===== src/rtl/cache_ctx_select_ctrl.sv =====
// rtl/cache_ctx_select_ctrl.sv - context-switch controller driving the 12:1 cache-output mux select
//
// Purpose:
//   Sits directly upstream of the 32-bit cache-output multiplexer and owns its select.
//   On an OS context switch it does the following, all while holding the CPU stalled:
//     - drains outstanding cache traffic;
//     - maps the incoming process ID to a physical cache slot (PID table lookup);
//     - on a miss, allocates a slot round-robin and flushes it;
//     - commits the new select atomically.
//
// Ports:
//   clock         in   1      system clock, rising edge
//   reset         in   1      synchronous active-high reset
//   ctx_req       in   1      context-switch request (level, held until ctx_ack)
//   ctx_pid       in   PID_W  incoming process ID (latched on request)
//   ctx_ack       out  1      four-phase acknowledge
//   cache_busy    in   1      selected cache has an outstanding transaction
//   flush_req     out  1      flush/invalidate request for slot flush_idx
//   flush_idx     out  SEL_W  slot being flushed
//   flush_done    in   1      single-cycle flush-complete pulse
//   cpu_stall     out  1      CPU pipeline stall
//   cache_select  out  SEL_W  registered mux select
//   cur_pid       out  PID_W  PID currently owning cache_select
//   hit_count     out  16     saturating lookup-hit counter  (CTX_SWITCH_STATS_EN only)
//   miss_count    out  16     saturating lookup-miss counter (CTX_SWITCH_STATS_EN only)
//
// Optional feature macro: CTX_SWITCH_STATS_EN

module cache_ctx_select_ctrl #(
   parameter int NUM_SLOTS   = 9,
   parameter int SEL_W       = 5,
   parameter int PID_W       = 8,
   parameter int DEFAULT_SEL = 6
) (
   input  logic             clock,
   input  logic             reset,
   input  logic             ctx_req,
   input  logic [PID_W-1:0] ctx_pid,
   output logic             ctx_ack,
   input  logic             cache_busy,
   output logic             flush_req,
   output logic [SEL_W-1:0] flush_idx,
   input  logic             flush_done,
   output logic             cpu_stall,
   output logic [SEL_W-1:0] cache_select,
   output logic [PID_W-1:0] cur_pid
`ifdef CTX_SWITCH_STATS_EN
   ,
   output logic [15:0]      hit_count,
   output logic [15:0]      miss_count
`endif
);

   typedef enum logic [2:0] {
      IDLE   = 3'd0,
      DRAIN  = 3'd1,
      LOOKUP = 3'd2,
      FLUSH  = 3'd3,
      COMMIT = 3'd4,
      ACK    = 3'd5
   } state_t;

   state_t state;
   state_t state_nxt;

   // PID-to-slot table; entry index is the physical slot index
   logic [NUM_SLOTS-1:0] tbl_valid;
   logic [PID_W-1:0]     tbl_pid [NUM_SLOTS];

   logic [PID_W-1:0]     req_pid;
   logic [SEL_W-1:0]     sel_idx;   // slot chosen in LOOKUP, applied in COMMIT
   logic [SEL_W-1:0]     rr_ptr;

   logic                 hit;
   logic [SEL_W-1:0]     hit_idx;

   localparam logic [SEL_W-1:0] LAST_SLOT = SEL_W'(NUM_SLOTS - 1);

   // Lookup: scan from the top down so the lowest matching index wins
   always_comb begin
      hit     = 1'b0;
      hit_idx = '0;
      for (int i = NUM_SLOTS - 1; i >= 0; i--) begin
         if (tbl_valid[i] && (tbl_pid[i] == req_pid)) begin
            hit     = 1'b1;
            hit_idx = SEL_W'(i);
         end
      end
   end

   // State register
   always_ff @(posedge clock) begin
      if (reset) begin
         state <= IDLE;
      end else begin
         state <= state_nxt;
      end
   end

   // Next-state logic
   always_comb begin
      state_nxt = state;
      case (state)
         IDLE:    if (ctx_req)     state_nxt = DRAIN;
         DRAIN:   if (!cache_busy) state_nxt = LOOKUP;
         LOOKUP:  state_nxt = hit ? COMMIT : FLUSH;
         FLUSH:   if (flush_done)  state_nxt = COMMIT;
         COMMIT:  state_nxt = ACK;
         ACK:     if (!ctx_req)    state_nxt = IDLE;
         default: state_nxt = IDLE;
      endcase
   end

   // Handshake outputs are pure state decodes of the registered state, so they
   // change exactly on the edges that enter/leave the corresponding states.
   always_comb begin
      cpu_stall = (state != IDLE);
      flush_req = (state == FLUSH);
      ctx_ack   = (state == ACK);
   end

   // Datapath: request latch, table, round-robin pointer, committed select
   always_ff @(posedge clock) begin
      if (reset) begin
         req_pid      <= '0;
         sel_idx      <= '0;
         rr_ptr       <= '0;
         flush_idx    <= '0;
         tbl_valid    <= '0;
         for (int i = 0; i < NUM_SLOTS; i++) begin
            tbl_pid[i] <= '0;
         end
         cache_select <= SEL_W'(DEFAULT_SEL);
         cur_pid      <= '0;
      end else begin
         case (state)
            IDLE: begin
               // Latch once; later ctx_pid wiggles during the switch are ignored
               if (ctx_req) begin
                  req_pid <= ctx_pid;
               end
            end
            LOOKUP: begin
               if (hit) begin
                  sel_idx <= hit_idx;
               end else begin
                  tbl_valid[rr_ptr] <= 1'b1;
                  tbl_pid[rr_ptr]   <= req_pid;
                  flush_idx         <= rr_ptr;
                  sel_idx           <= rr_ptr;
                  rr_ptr            <= (rr_ptr == LAST_SLOT) ? '0 : rr_ptr + 1'b1;
               end
            end
            COMMIT: begin
               // Only point where the mux select moves; CPU is stalled here
               cache_select <= sel_idx;
               cur_pid      <= req_pid;
            end
            default: ;
         endcase
      end
   end

`ifdef CTX_SWITCH_STATS_EN
   always_ff @(posedge clock) begin
      if (reset) begin
         hit_count  <= '0;
         miss_count <= '0;
      end else if (state == LOOKUP) begin
         if (hit) begin
            if (hit_count != 16'hFFFF) hit_count <= hit_count + 16'd1;
         end else begin
            if (miss_count != 16'hFFFF) miss_count <= miss_count + 16'd1;
         end
      end
   end
`endif

endmodule


===== config.mk =====
export PLATFORM = sky130hd
export DESIGN_NAME = cache_ctx_select_ctrl
export DESIGN_NICKNAME = d
export VERILOG_FILES = /design/src/rtl/cache_ctx_select_ctrl.sv
export SDC_FILE = /design/constraint.sdc
export NUM_CORES = 1
export LEC_CHECK = 0
export BUFFER_PORTS_ARGS = -buffer_cell sky130_fd_sc_hd__buf_4
export CAP_MARGIN = 20
export CORE_UTILIZATION = 35
export CTS_CLUSTER_SIZE = 25
export DETAILED_ROUTE_END_ITERATION = 12
export HOLD_SLACK_MARGIN = 0.08
export SLEW_MARGIN = 0
export SYNTH_ARGS = -nofsm -noshare
export SYNTH_HDL_FRONTEND = slang
export SYNTH_SLANG_ARGS = --single-unit

===== constraint.sdc =====
create_clock -name clock -period 3 [get_ports clock]
set_clock_uncertainty 0.1 [all_clocks]
set_input_delay 0.15 -clock clock [delete_from_list [all_inputs] [get_ports clock]]
set_output_delay 0.15 -clock clock [all_outputs]
set_load 0.02 [all_outputs]

## Word-level counts from Yosys, hierarchy flattened

Memories as Yosys holds them, arrays and structs flattened.
Index checks and enable logic that the tools add are counted.

- Muxes and demuxes: 37
- Eq/ne operators: 19
- Reductions and logical operators: 16
- Bitwise operators: 2
- Add/subtract/negate cells: 1
- Order comparisons: 2

Operators with widths:

| kind | count |
|---|---|
| == test 8 bit | 9 |
| two-way mux 5 bit | 10 |
| one-hot mux 3 bit (6 select lines) | 1 |
| two-way mux 1 bit | 17 |
| two-way mux 3 bit | 5 |
| logical AND 1 bit | 10 |
| bitwise OR 9 bit | 1 |
| two-way mux 4 bit | 2 |
| two-way mux 8 bit | 1 |
| OR reduction 8 bit | 1 |
| == test 3 x 2 -> 1 bit (second input constant) | 2 |
| == test 3 bit (second input constant) | 2 |
| != test 2 bit (second input constant) | 3 |
| adder 5 x 1 -> 5 bit (second input constant) | 1 |
| == test 5 x 4 -> 1 bit (second input constant) | 1 |
| greater-or-equal comparator 5 x 1 -> 1 bit (second input constant) | 1 |
| less-than comparator 5 bit (second input constant) | 1 |
| demux 1 bit (select 4 bit) | 1 |
| AND reduction 2 bit | 2 |
| AND reduction 4 bit | 1 |
| == test 3 x 1 -> 1 bit (second input constant) | 1 |
| zero test 3 bit | 1 |
| nonzero test 3 bit | 1 |
| != test 2 x 1 -> 1 bit (second input constant) | 1 |
| NOT 1 bit | 1 |

- Input bits: 13
- Bits in registers: 48
- Output and inout port bits: 21
- Memories: 1
- Logic and storage cells: 86
- RAM bits: 72

Memories:

| name | depth | width | read ports | clocked after Yosys merged registers in | wr ports | RTL line | text |
|---|---|---|---|---|---|---|---|
| tbl_pid | 9 | 8 | 9 | 0 | 9 | 68 | `logic [PID_W-1:0] tbl_pid [NUM_SLOTS];` |

## Longest topological paths before layout

Gate-level depths: netlist of the first run.
An unclocked memory read counts as a cell.

- Depth in word-level cells: 18
- Gate-level depth with buffers: 11
- Gate-level depth less buffers: 7

## Least setup slack after synthesis of the first run

Ideal clock, no wire load.

- Kind: register to register
- Start: reg req_pid[4]
- End: mem tbl_pid[8][0], enable pin
- Slack: 0.009 ns
- Buffers on the path: 2
- Cell stages (with the launch flop): 10
- Period minus slack after synthesis: 2.991 ns
- Arrival: 2.505 ns
- Library setup time: 0.387 ns
- Required time: 2.513 ns
- Path through: dfxtp_1 > buf_4 > xnor2_1 > nand4_1 > nor2_1 > a31o_2 > nor4_1 > nand3_1 > clkbuf_1 > o31ai_1

RTL lines:

| item | RTL line | text |
|---|---|---|
| from (decl) | 70 | `logic [PID_W-1:0] req_pid;` |
| from (signal assigned) | 140 | `req_pid <= ctx_pid;` |
| to (decl) | 68 |  |

==> Flow_metrics.wiki, run 1 <==
{| class="wikitable"
! Metric !! Value
|-
| Clock-pin slew on the worst setup and hold paths || 0.06 ns
|-
| Top fanout value on the critical path || 14
|-
| CTS H-tree lvls || 4
|-
| Slowest CP cell || sky130_fd_sc_hd__or4_4
|-
| Initial DRC Count || 439
|-
| Initial Util || 35.8%
|-
| Layout Nets || 641
|-
| Die span in x || 132 µm
|-
| Crit path kind || flop to flop
|-
| Slew @ Worst Pin || 0.693 ns
|-
| Slew headroom || 53.7%
|-
| Total routed wirelength || 15300 µm
|-
| Length of the first detailed-routing pass in iterations || 5
|-
| Start of the worst register-to-register path || req_pid[1]
|-
| Mapped Area || 5940 µm²
|-
| Antenna violations before repair || 0
|-
| Later-pin clock latency in the skew report || 0.43 ns
|-
| Pwr/cell area || 582 nW/µm²
|-
| Via-per-instance ratio || 5.37
|-
| Growth of design area from synthesis to finish || 22.6%
|-
| Count of final hold-check violations || 0
|-
| Number of primary I/O pins || 34
|-
| Leakage || 2.82 nW
|-
| Synthesized instance count || 575
|-
| Yosys reg bits || 120
|-
| Total Negative Setup Slacks || 0 ns
|-
| Critical-path cell list || buf_12 > xnor2_1 > nand4_1 > nor2_1 > a31o_2 > or4_4 > nor3_2 > buf_4 > a21o_1
|-
| Most frequent standard cell in the layout excluding fill and tap cells || sky130_fd_sc_hd__nand2_1
|-
| Number of buffers created by CTS || 17
|-
| ANT cells || 0
|-
| Worst min path class || input pin to flop
|-
| Final HPWL DP || 10200 µm
|-
| CORE AREA || 16600 µm²
|-
| Clock sinks || 120
|-
| Filler cells || 1559
|-
| Fraction of the cycle the final worst path needs || 96.5%
|-
| Wire length of the first global-routing pass || 23900 µm
|-
| Element type at the critical path end || flop
|-
| Commonest cells after routing, fill and taps aside || sky130_fd_sc_hd__nand2_1 (73), sky130_fd_sc_hd__edfxtp_1 (72), sky130_fd_sc_hd__xnor2_1 (58)
|-
| Setup repair after global routing missed its margin || false
|-
| Min cycle time layout || 2.90 ns
|-
| Y dimension of the die || 132 µm
|-
| Most used flip-flop cell after synthesis || sky130_fd_sc_hd__edfxtp_1
|-
| Peak Freq || 345 MHz
|-
| Final core area utilization || 43.9%
|-
| Ratio of cells with drive above 1 in the final layout || 17.7%
|-
| Clk buf depth || 2
|-
| Start point of the worst hold path || cache_busy
|-
| Root buffer cell || sky130_fd_sc_hd__clkbuf_16
|-
| Grt ovf || 0
|-
| DR vias || 4598
|-
| Crit path required time || 3.00 ns
|-
| Number of distinct standard cells referenced by the synthesized netlist || 48
|-
| Number of nets with antenna violations after routing || 0
|-
| Floorplan row count || 47
|-
| Overall routing resource usage || 18.0%
|-
| Fraction of the yosys area taken by sequential cells || 52.5%
|-
| Via count of the first global-routing pass || 4444
|-
| Warnings, synthesis || 0
|-
| TritonCTS clock tree || built
|-
| Routed WL per cell || 17.9 µm
|-
| Final setup viols || 0
|-
| Syn Area/Cell || 10.3 µm²
|-
| Number of enable flip-flop cells after synthesis || 72
|-
| DRC violation count after routing || 0
|-
| Delay of the slowest critical-path stage || 0.56 ns
|-
| Max-capacitance violation count || 0
|-
| Synthesized netlist net count || 592
|-
| Fin. max-slew vios || 0
|-
| Count of buffers inserted at the top-level ports || 33
|-
| Maximum number of pins on one net before global-route repair || 37
|-
| Peak supply drop || 0.394 mV
|-
| CP Launch Point || req_pid[1]
|-
| CP Data Arrival Time || 2.90 ns
|-
| Startpoint types || flop
|-
| Outcome || completed
|-
| Floorplan die area || 17500 µm²
|-
| Final Wtd Congestion || 0.818
|-
| Async set or reset register ratio after synthesis || 0%
|}
-- state kept, by name, indices dropped and copies added (netlist names) --
register and count:
tbl_pid 72, tbl_valid 9, cur_pid 8, req_pid 8, cache_select 5, flush_idx 5
rr_ptr 5, sel_idx 5, state 3
-- critical path: cells and delay by family (launching register included) --
family,cells,cell delay (ns)
AND/OR/NAND/NOR,4,0.97
AO/OA/AOI/OAI,2,0.60
buffers and inverters,2,0.40
flip-flops,1,0.37
XOR/XNOR,1,0.12
-- through the flow --
| stage | hold WS, ns | power [mW] | cells | setup slack (ns) | area, µm² |
|---|---|---|---|---|---|
| 3_5_place_dp | 0.309 | 2.27 | 806 | 0.0431 | 6520 |
| 5_1_grt | 0.244 | 4.36 | 857 | 0.0115 | 7290 |
| 6_report | 0.206 | 4.24 | 857 | 0.104 | 7290 |
| 2_1_floorplan | 0.186 | 2.13 | 575 | 0.00862 | 5940 |
| 3_3_place_gp | 0.308 | 2.26 | 806 | 0.140 | 6520 |
| 4_1_cts | 0.183 | 4.25 | 857 | 0.0454 | 7270 |
-- logic make-up after synthesis --
logic type,after synthesis,synth area share (%)
XOR/XNOR,72,10.6
adder cells (fa/ha/maj),4,0.842
buffers and inverters,59,5.22
flip-flops,120,52.5
multiplexers,5,0.926
AND/OR/NAND/NOR,245,21.9
AO/OA/AOI/OAI,70,7.96
-- report_power, final --
part / leakage, nW / switching, mW / internal (mW) / total [mW]
Sequential: 1.13 / 0.0345 / 1.80 / 1.83
Combinational: 1.40 / 0.248 / 0.185 / 0.433
Clock: 0.286 / 0.815 / 1.16 / 1.98
Total: 2.82 / 1.10 / 3.14 / 4.24
-- final cells by class --
type                       instances  area, µm²  area share [%]
sequential                       120       3120            42.8
multi-input combinational        396       2530            34.7
timing repair buffer              81        768            10.5
clock buffer                      18        430            5.91
tap                              220        275            3.78
clock inverter                    14        131            1.80
inverter                           8       30.0           0.412
-- Yosys cell counts, types with 2 or more instances --
master | count | area, µm²
sky130_fd_sc_hd__nand2_1 | 73 | 274
sky130_fd_sc_hd__nor3_1 | 31 | 155
sky130_fd_sc_hd__nand2b_1 | 8 | 50.1
sky130_fd_sc_hd__and3_1 | 51 | 319
sky130_fd_sc_hd__inv_1 | 8 | 30.0
sky130_fd_sc_hd__xnor2_1 | 58 | 508
sky130_fd_sc_hd__buf_4 | 3 | 22.5
sky130_fd_sc_hd__a22o_1 | 5 | 43.8
sky130_fd_sc_hd__a31oi_1 | 2 | 12.5
sky130_fd_sc_hd__a211oi_1 | 2 | 15.0
sky130_fd_sc_hd__a21oi_1 | 24 | 120
sky130_fd_sc_hd__nor2b_1 | 8 | 50.1
sky130_fd_sc_hd__nor3b_1 | 3 | 22.5
sky130_fd_sc_hd__or4_1 | 3 | 22.5
sky130_fd_sc_hd__ha_1 | 4 | 50.1
sky130_fd_sc_hd__a41oi_1 | 2 | 17.5
sky130_fd_sc_hd__dfxtp_1 | 48 | 961
sky130_fd_sc_hd__edfxtp_1 | 72 | 2160
sky130_fd_sc_hd__or3_1 | 6 | 37.5
sky130_fd_sc_hd__o41ai_1 | 4 | 35.0
sky130_fd_sc_hd__a21o_1 | 8 | 60.1
sky130_fd_sc_hd__a31o_2 | 3 | 26.3
sky130_fd_sc_hd__buf_1 | 2 | 7.51
sky130_fd_sc_hd__mux2_2 | 4 | 45.0
sky130_fd_sc_hd__buf_2 | 2 | 10.0
sky130_fd_sc_hd__nand3_1 | 17 | 85.1
sky130_fd_sc_hd__o31ai_1 | 4 | 30.0
sky130_fd_sc_hd__nand4_1 | 13 | 81.3
sky130_fd_sc_hd__a32o_1 | 2 | 20.0
sky130_fd_sc_hd__and2_1 | 5 | 31.3
sky130_fd_sc_hd__buf_6 | 10 | 113
sky130_fd_sc_hd__nor2_1 | 8 | 30.0
sky130_fd_sc_hd__clkbuf_1 | 34 | 128
sky130_fd_sc_hd__xor2_1 | 14 | 123
sky130_fd_sc_hd__nor4_1 | 14 | 87.6
sky130_fd_sc_hd__o21ai_0 | 8 | 40.0
-- final timing paths --
path | endpoint | slack [ns] | cells after the start
worst min-delay path | state[0] | 0.21 | 6
worst min register to register | cur_pid[5] | 0.36 | 2
worst max register to register | tbl_pid[1][0] | 0.10 | 9
worst max-delay path | tbl_pid[1][0] | 0.10 | 9
-- per-layer routing --
| layer | vias up | GRT usage, % | part of all wire, % |
|---|---|---|---|
| met2 | 191 | 29.1 | 48 |
| li1 | 2166 | - | - |
| met4 | 0 | 6.26 | 1.6 |
| met3 | 26 | 4.77 | 6.4 |
| met1 | 2215 | 23.2 | 44 |
| met5 | - | 0 | 0 |
-- timing repair --
| action | in CTS | in global routing |
|---|---|---|
| hold buffers | 19 | 0 |
| endpoints found under the hold margin | 24 | 0 |
| setup endpoints to repair | 0 | 54 |
| buffers inserted | 0 | 0 |
| gates resized for setup | 0 | 7 |
No activity file was read; power rests on OpenSTA's default activity.
==> inputs of run 2 (changes only) <==
--- a/config.mk
+++ b/config.mk
@@ -11,7 +11,9 @@
 export CTS_CLUSTER_SIZE = 25
 export DETAILED_ROUTE_END_ITERATION = 12
 export HOLD_SLACK_MARGIN = 0.08
+export RECOVER_POWER = 25
 export SLEW_MARGIN = 0
 export SYNTH_ARGS = -nofsm -noshare
 export SYNTH_HDL_FRONTEND = slang
 export SYNTH_SLANG_ARGS = --single-unit
+export TNS_END_PERCENT = 5
==> constraint.sdc (replaced) <==
create_clock -name clock -period 2.9 [get_ports clock]
set_clock_uncertainty 0.1 [all_clocks]
set_input_delay 0.145 -clock clock [delete_from_list [all_inputs] [get_ports clock]]
set_output_delay 0.145 -clock clock [all_outputs]
set_load 0.02 [all_outputs]
==> run 2 against run 1 <==
  * First-iteration DRC count fell by 4.8%
  * Critical path depth did not move
  * Cell count rose by 1.1%
  * Largest power group unchanged
  * Highest routed layer unchanged
==> Flow_metrics.wiki, run 2 (synthesis results as in run 1) <==
{| class="wikitable"
! Metric !! Value
|-
| Layout Nets || 650
|-
| Number of buffers created by CTS || 17
|-
| Later-pin clock latency in the skew report || 0.42 ns
|-
| Setup slack of the worst register-to-register path || 0.11 ns
|-
| Initial Util || 35.8%
|-
| Final setup viols || 0
|-
| Fin. max-slew vios || 0
|-
| Slowest CP cell || sky130_fd_sc_hd__or4_4
|-
| Pwr/cell area || 606 nW/µm²
|-
| Final Wtd Congestion || 0.887
|-
| Length of the first detailed-routing pass in iterations || 5
|-
| Bufs and invs on worst path || 2
|-
| Leakage || 2.79 nW
|-
| Internal Dissipation || 3.30 mW
|-
| Clock sinks || 120
|-
| Family with the most delay on the worst path || simple AND/OR/NAND/NOR gates
|-
| Slew @ Worst Pin || 0.746 ns
|-
| CP Data Arrival Time || 2.81 ns
|-
| Slew headroom || 50.1%
|-
| Routed WL per cell || 17.8 µm
|-
| Filler cells || 1574
|-
| Startpoint types || flop
|-
| Growth of design area from synthesis to finish || 22.9%
|-
| Number of cells after detailed placement || 815
|-
| Post-route design area || 7300 µm²
|-
| Final HPWL DP || 10400 µm
|-
| Element type at the critical path end || flop
|-
| Setup repair after global routing missed its margin || true
|-
| Overall routing resource usage || 18.5%
|-
| Combinational cell fraction of total power || 10.3%
|-
| Commonest cells after routing, fill and taps aside || sky130_fd_sc_hd__nand2_1 (73), sky130_fd_sc_hd__edfxtp_1 (72), sky130_fd_sc_hd__xnor2_1 (58)
|-
| Largest registers || tbl_pid (72), tbl_valid (9)
|-
| Floorplan row count || 47
|-
| Sequential Power Share || 42.7%
|-
| Min cycle time layout || 2.79 ns
|-
| Antenna violations before repair || 0
|-
| Max-capacitance violation count || 0
|-
| Y dimension of the die || 132 µm
|-
| Worst setup path endpoint || tbl_pid[7][3]
|-
| Post CTS Setup Buffer Count || 0
|-
| Total routed wirelength || 15400 µm
|-
| Ratio of cells with drive above 1 in the final layout || 16.7%
|-
| Total Negative Setup Slacks || 0 ns
|-
| Crit path required time || 2.91 ns
|-
| Sequential cell area || 3120 µm²
|-
| Switching power as a share of total power || 25.5%
|-
| CP Launch Point || req_pid[6]
|-
| Outcome || completed
|-
| Clock share of power || 47.0%
|-
| Reg2Reg Capture Point || tbl_pid[7][3]
|-
| Count of buffers inserted at the top-level ports || 33
|-
| Number of gates on the worst path with buffers counted || 9
|-
| Wire length of the first global-routing pass || 24600 µm
|-
| Most flop-heavy register || tbl_pid
|-
| DR vias || 4591
|-
| Via count of the first global-routing pass || 4536
|-
| Delay of the slowest critical-path stage || 0.58 ns
|-
| Number of primary I/O pins || 34
|-
| DRC violation count after routing || 0
|-
| Top fanout value on the critical path || 18
|-
| Instance area after placement || 6570 µm²
|-
| Start of the worst register-to-register path || req_pid[6]
|-
| Via-per-instance ratio || 5.30
|-
| Root buffer cell || sky130_fd_sc_hd__clkbuf_16
|-
| Floorplan die area || 17500 µm²
|-
| Number of flip-flops under the largest register name || 72
|-
| Number of cells on the worst reg-to-reg path || 9
|-
| Count of final hold-check violations || 0
|-
| Most frequent standard cell in the layout excluding fill and tap cells || sky130_fd_sc_hd__nand2_1
|-
| Net switching power of the design || 1.13 mW
|-
| TritonCTS clock tree || built
|-
| CTS H-tree lvls || 4
|-
| Number of nets with antenna violations after routing || 0
|-
| Non-Filler Instances || 866
|-
| CORE AREA || 16600 µm²
|-
| Clock-pin slew on the worst setup and hold paths || 0.06 ns
|-
| ANT cells || 0
|-
| Worst min path class || input pin to flop
|-
| Peak supply drop || 0.400 mV
|-
| Clk buf depth || 2
|-
| Initial DRC Count || 418
|-
| Peak Freq || 358 MHz
|-
| Area of combinational cells with multiple inputs || 2550 µm²
|-
| Die span in x || 132 µm
|-
| Maximum number of pins on one net before global-route repair || 32
|-
| Crit path kind || flop to flop
|-
| Fraction of the cycle the final worst path needs || 96.3%
|-
| Grt ovf || 0
|-
| Critical-path cell list || buf_12 > xnor2_1 > nand3_1 > nor3_1 > or2_4 > or4_4 > nor4_4 > buf_4 > a21o_2
|}
-- run 2: what timing repair did --
item                                    4_1_cts  5_1_grt
resized for setup                             1       11
hold buffers                                 19        0
endpoints found under the setup margin        3       79
hold endpoints to repair                     24        0
pin swaps                                     0        0
cloned                                        0        0
-- run 2: worst min path at each step --
stage | end | slack (ns) | start | cells after the start
5_1_grt | state[0] | 0.26 | cache_busy | 6
3_5_place_dp | req_pid[1] | 0.31 | ctx_pid[1] | 3
6_report | state[0] | 0.20 | cache_busy | 6
4_1_cts | state[0] | 0.16 | cache_busy | 6
2_1_floorplan | req_pid[0] | 0.18 | ctx_pid[0] | 2
3_3_place_gp | req_pid[6] | 0.30 | ctx_pid[6] | 3
-- run 2: layout make-up --
type	instances	area share (%)
clock buffer	18	6.17
clock inverter	14	1.85
inverter	8	0.411
multi-input combinational	396	35.0
sequential	120	42.8
tap	220	3.77
timing repair buffer	90	10.1
-- run 2: power groups by stage --
stage               clock (mW)  sequential [mW]  combinational, mW
floorplan                    0             1.91              0.294
global placement             0             1.93              0.420
detailed placement           0             1.93              0.426
CTS                       2.11             1.89              0.452
global route              2.19             1.90              0.493
finish                    2.08             1.89              0.454
-- run 2: routing by layer --
| layer | GRT usage, % | vias to the layer above | wire [µm] |
|---|---|---|---|
| met1 | 23.7 | 2231 | 6810 |
| met3 | 5.19 | 23 | 1020 |
| li1 | - | 2175 | - |
| met4 | 6.45 | 0 | 229 |
| met2 | 29.8 | 162 | 7330 |
| met5 | 0 | - | 0 |
-- run 2: per-stage QoR --
stage          utilization (%)  total power, mW  worst slack (ns)  hold WS [ns]
4_1_cts                   44.3             4.46           0.00156         0.163
3_3_place_gp              39.6             2.35          -0.00896         0.302
6_report                  44.0             4.43             0.107         0.199
3_5_place_dp              39.6             2.36           -0.0364         0.306
2_1_floorplan                -             2.21            0.0601         0.181
5_1_grt                   44.0             4.58           -0.0197         0.255
-- run 2: worst reg2reg max path, cell delays in order, from the launching register on --
cell	delay, ns
sky130_fd_sc_hd__dfxtp_1	0.37
sky130_fd_sc_hd__buf_12	0.19
sky130_fd_sc_hd__xnor2_1	0.09
sky130_fd_sc_hd__nand3_1	0.09
sky130_fd_sc_hd__nor3_1	0.07
sky130_fd_sc_hd__or2_4	0.27
sky130_fd_sc_hd__or4_4	0.58
sky130_fd_sc_hd__nor4_4	0.25
sky130_fd_sc_hd__buf_4	0.21
sky130_fd_sc_hd__a21o_2	0.26
==> inputs of run 3 (changes only) <==
==> constraint.sdc (replaced) <==
create_clock -name clock -period 3.4 [get_ports clock]
set_clock_uncertainty 0.1 [all_clocks]
set_input_delay 0.17 -clock clock [delete_from_list [all_inputs] [get_ports clock]]
set_output_delay 0.17 -clock clock [all_outputs]
set_load 0.02 [all_outputs]
==> run 3 against run 2 <==
  * Cell count down 2.3%
  * Combinational power down 21%
  * Sequential power down 14%
  * Non-clock buffer count down 20
  * Highest routed layer unchanged
  * Die area unchanged
  * Fmax down 11%
  * Final area down 3.4%
  * Setup slack better by 0.14 ns
==> Flow_metrics.wiki, run 3 (synthesis results as in run 1) <==
{| class="wikitable"
! Metric !! Value
|-
| Outcome || completed
|-
| Slowest CP cell || sky130_fd_sc_hd__dfxtp_1
|-
| Critical-path cell list || xnor2_1 > nand4_1 > nor3_1 > or2_4 > or4_4 > nor3_1 > buf_12 > a21o_1
|-
| Fraction of the cycle the final worst path needs || 92.6%
|-
| Layout Nets || 630
|-
| Hold_ws || 0.163 ns
|-
| DRC violation count after routing || 0
|-
| Overall routing resource usage || 18.4%
|-
| Count of final hold-check violations || 0
|-
| Wire length of the first global-routing pass || 24300 µm
|-
| Setup repair after global routing missed its margin || false
|-
| Clock sinks || 120
|-
| Pwr/cell area || 527 nW/µm²
|-
| Most frequent standard cell in the layout excluding fill and tap cells || sky130_fd_sc_hd__nand2_1
|-
| Peak Freq || 318 MHz
|-
| Via count of the first global-routing pass || 4428
|-
| Number of buffers created by CTS || 17
|-
| Most flop-heavy register || tbl_pid
|-
| Floorplan die area || 17500 µm²
|-
| Crit path kind || flop to flop
|-
| Delay of the slowest critical-path stage || 0.66 ns
|-
| Initial DRC Count || 313
|-
| Grt ovf || 0
|-
| Commonest cells after routing, fill and taps aside || sky130_fd_sc_hd__nand2_1 (73), sky130_fd_sc_hd__edfxtp_1 (72), sky130_fd_sc_hd__xnor2_1 (58)
|-
| Hold-fix buffer count after cts || 11
|-
| Count of buffers inserted at the top-level ports || 33
|-
| Final Wtd Congestion || 0.849
|-
| Root buffer cell || sky130_fd_sc_hd__clkbuf_16
|-
| Initial Util || 35.8%
|-
| Later-pin clock latency in the skew report || 0.42 ns
|-
| Final HPWL DP || 10400 µm
|-
| Peak supply drop || 0.304 mV
|-
| Start of the worst register-to-register path || req_pid[0]
|-
| Total routed wirelength || 15300 µm
|-
| Post-route total power || 3.72 mW
|-
| CTS-repair resized insts || 0
|-
| CP Data Arrival Time || 3.14 ns
|-
| Number of primary I/O pins || 34
|-
| Filler cells || 1599
|-
| CORE AREA || 16600 µm²
|-
| Via-per-instance ratio || 5.38
|-
| Top fanout value on the critical path || 29
|-
| CP Launch Point || req_pid[0]
|-
| Total Negative Setup Slacks || 0 ns
|-
| Largest registers || tbl_pid (72), tbl_valid (9)
|-
| Antenna violations before repair || 0
|-
| Leakage || 2.66 nW
|-
| TritonCTS clock tree || built
|-
| Growth of design area from synthesis to finish || 18.7%
|-
| Y dimension of the die || 132 µm
|-
| Die span in x || 132 µm
|-
| Floorplan row count || 47
|-
| Min cycle time layout || 3.15 ns
|-
| Max-capacitance violation count || 0
|-
| Ratio of cells with drive above 1 in the final layout || 12.5%
|-
| Clock-pin slew on the worst setup and hold paths || 0.05 ns
|-
| Crit path top cell by count || sky130_fd_sc_hd__nor3_1
|-
| Length of the first detailed-routing pass in iterations || 5
|-
| Start point of the worst hold path || reset
|-
| ANT cells || 0
|-
| Sequential cell area || 3120 µm²
|-
| Crit path required time || 3.39 ns
|-
| Slew @ Worst Pin || 0.935 ns
|-
| Startpoint types || flop
|-
| Routed WL per cell || 18.0 µm
|-
| Fin. max-slew vios || 0
|-
| Clk buf depth || 2
|-
| Number of flip-flops under the largest register name || 72
|-
| Post CTS Setup Buffer Count || 0
|-
| CTS H-tree lvls || 4
|-
| DR vias || 4551
|-
| Slew headroom || 37.4%
|-
| Maximum number of pins on one net before global-route repair || 55
|-
| Area of combinational cells with multiple inputs || 2510 µm²
|-
| Final setup viols || 0
|-
| Worst min path class || input pin to flop
|-
| Number of nets with antenna violations after routing || 0
|-
| Element type at the critical path end || flop
|}
-- run 3: final timing paths --
kind,endpoint,slack [ns],depth (start not counted)
max,tbl_pid[3][1],0.25,8
min,tbl_valid[8],0.16,2
max reg2reg,tbl_pid[3][1],0.25,8
min reg2reg,cur_pid[3],0.36,2
-- run 3: stage by stage --
stage / instance area [µm²] / utilization [%] / setup WS (ns) / instances
floorplan: 5940 / - / 0.409 / 575
global placement: 6450 / 38.9 / 0.417 / 803
detailed placement: 6450 / 38.9 / 0.277 / 803
CTS: 7140 / 43.1 / 0.269 / 846
global route: 7060 / 42.5 / 0.0841 / 846
finish: 7060 / 42.5 / 0.251 / 846
-- run 3: routing by layer --
metal | wire [µm] | part of all wire [%] | track usage [%] | up-vias
met5 | 0 | 0 | 0 | -
met4 | 293 | 1.9 | 7.34 | 0
met3 | 980 | 6.4 | 4.58 | 24
met2 | 7340 | 48 | 30.1 | 159
met1 | 6640 | 44 | 23.2 | 2225
li1 | - | - | - | 2143
-- run 3: report_power, final --
group          internal [mW]  switching [mW]
clock network           1.12           0.619
registers               1.59          0.0324
logic                  0.143           0.216
-- run 3: cell type report --
cell class | instances | area share (%)
flip-flops and latches | 120 | 44.3
multi-input cells | 396 | 35.6
repair buffers | 70 | 7.61
clock buffers | 25 | 7.32
well taps | 220 | 3.90
clock inverters | 7 | 0.887
inverters | 8 | 0.426
-- run 3: worst max-delay path: cells and delay by family, from the launching register on --
family | cells | cell delay, ns
flops | 1 | 0.66
xor+xnor | 1 | 0.13
buf+inv | 1 | 0.21
compound gates | 1 | 0.33
simple gates | 5 | 1.36
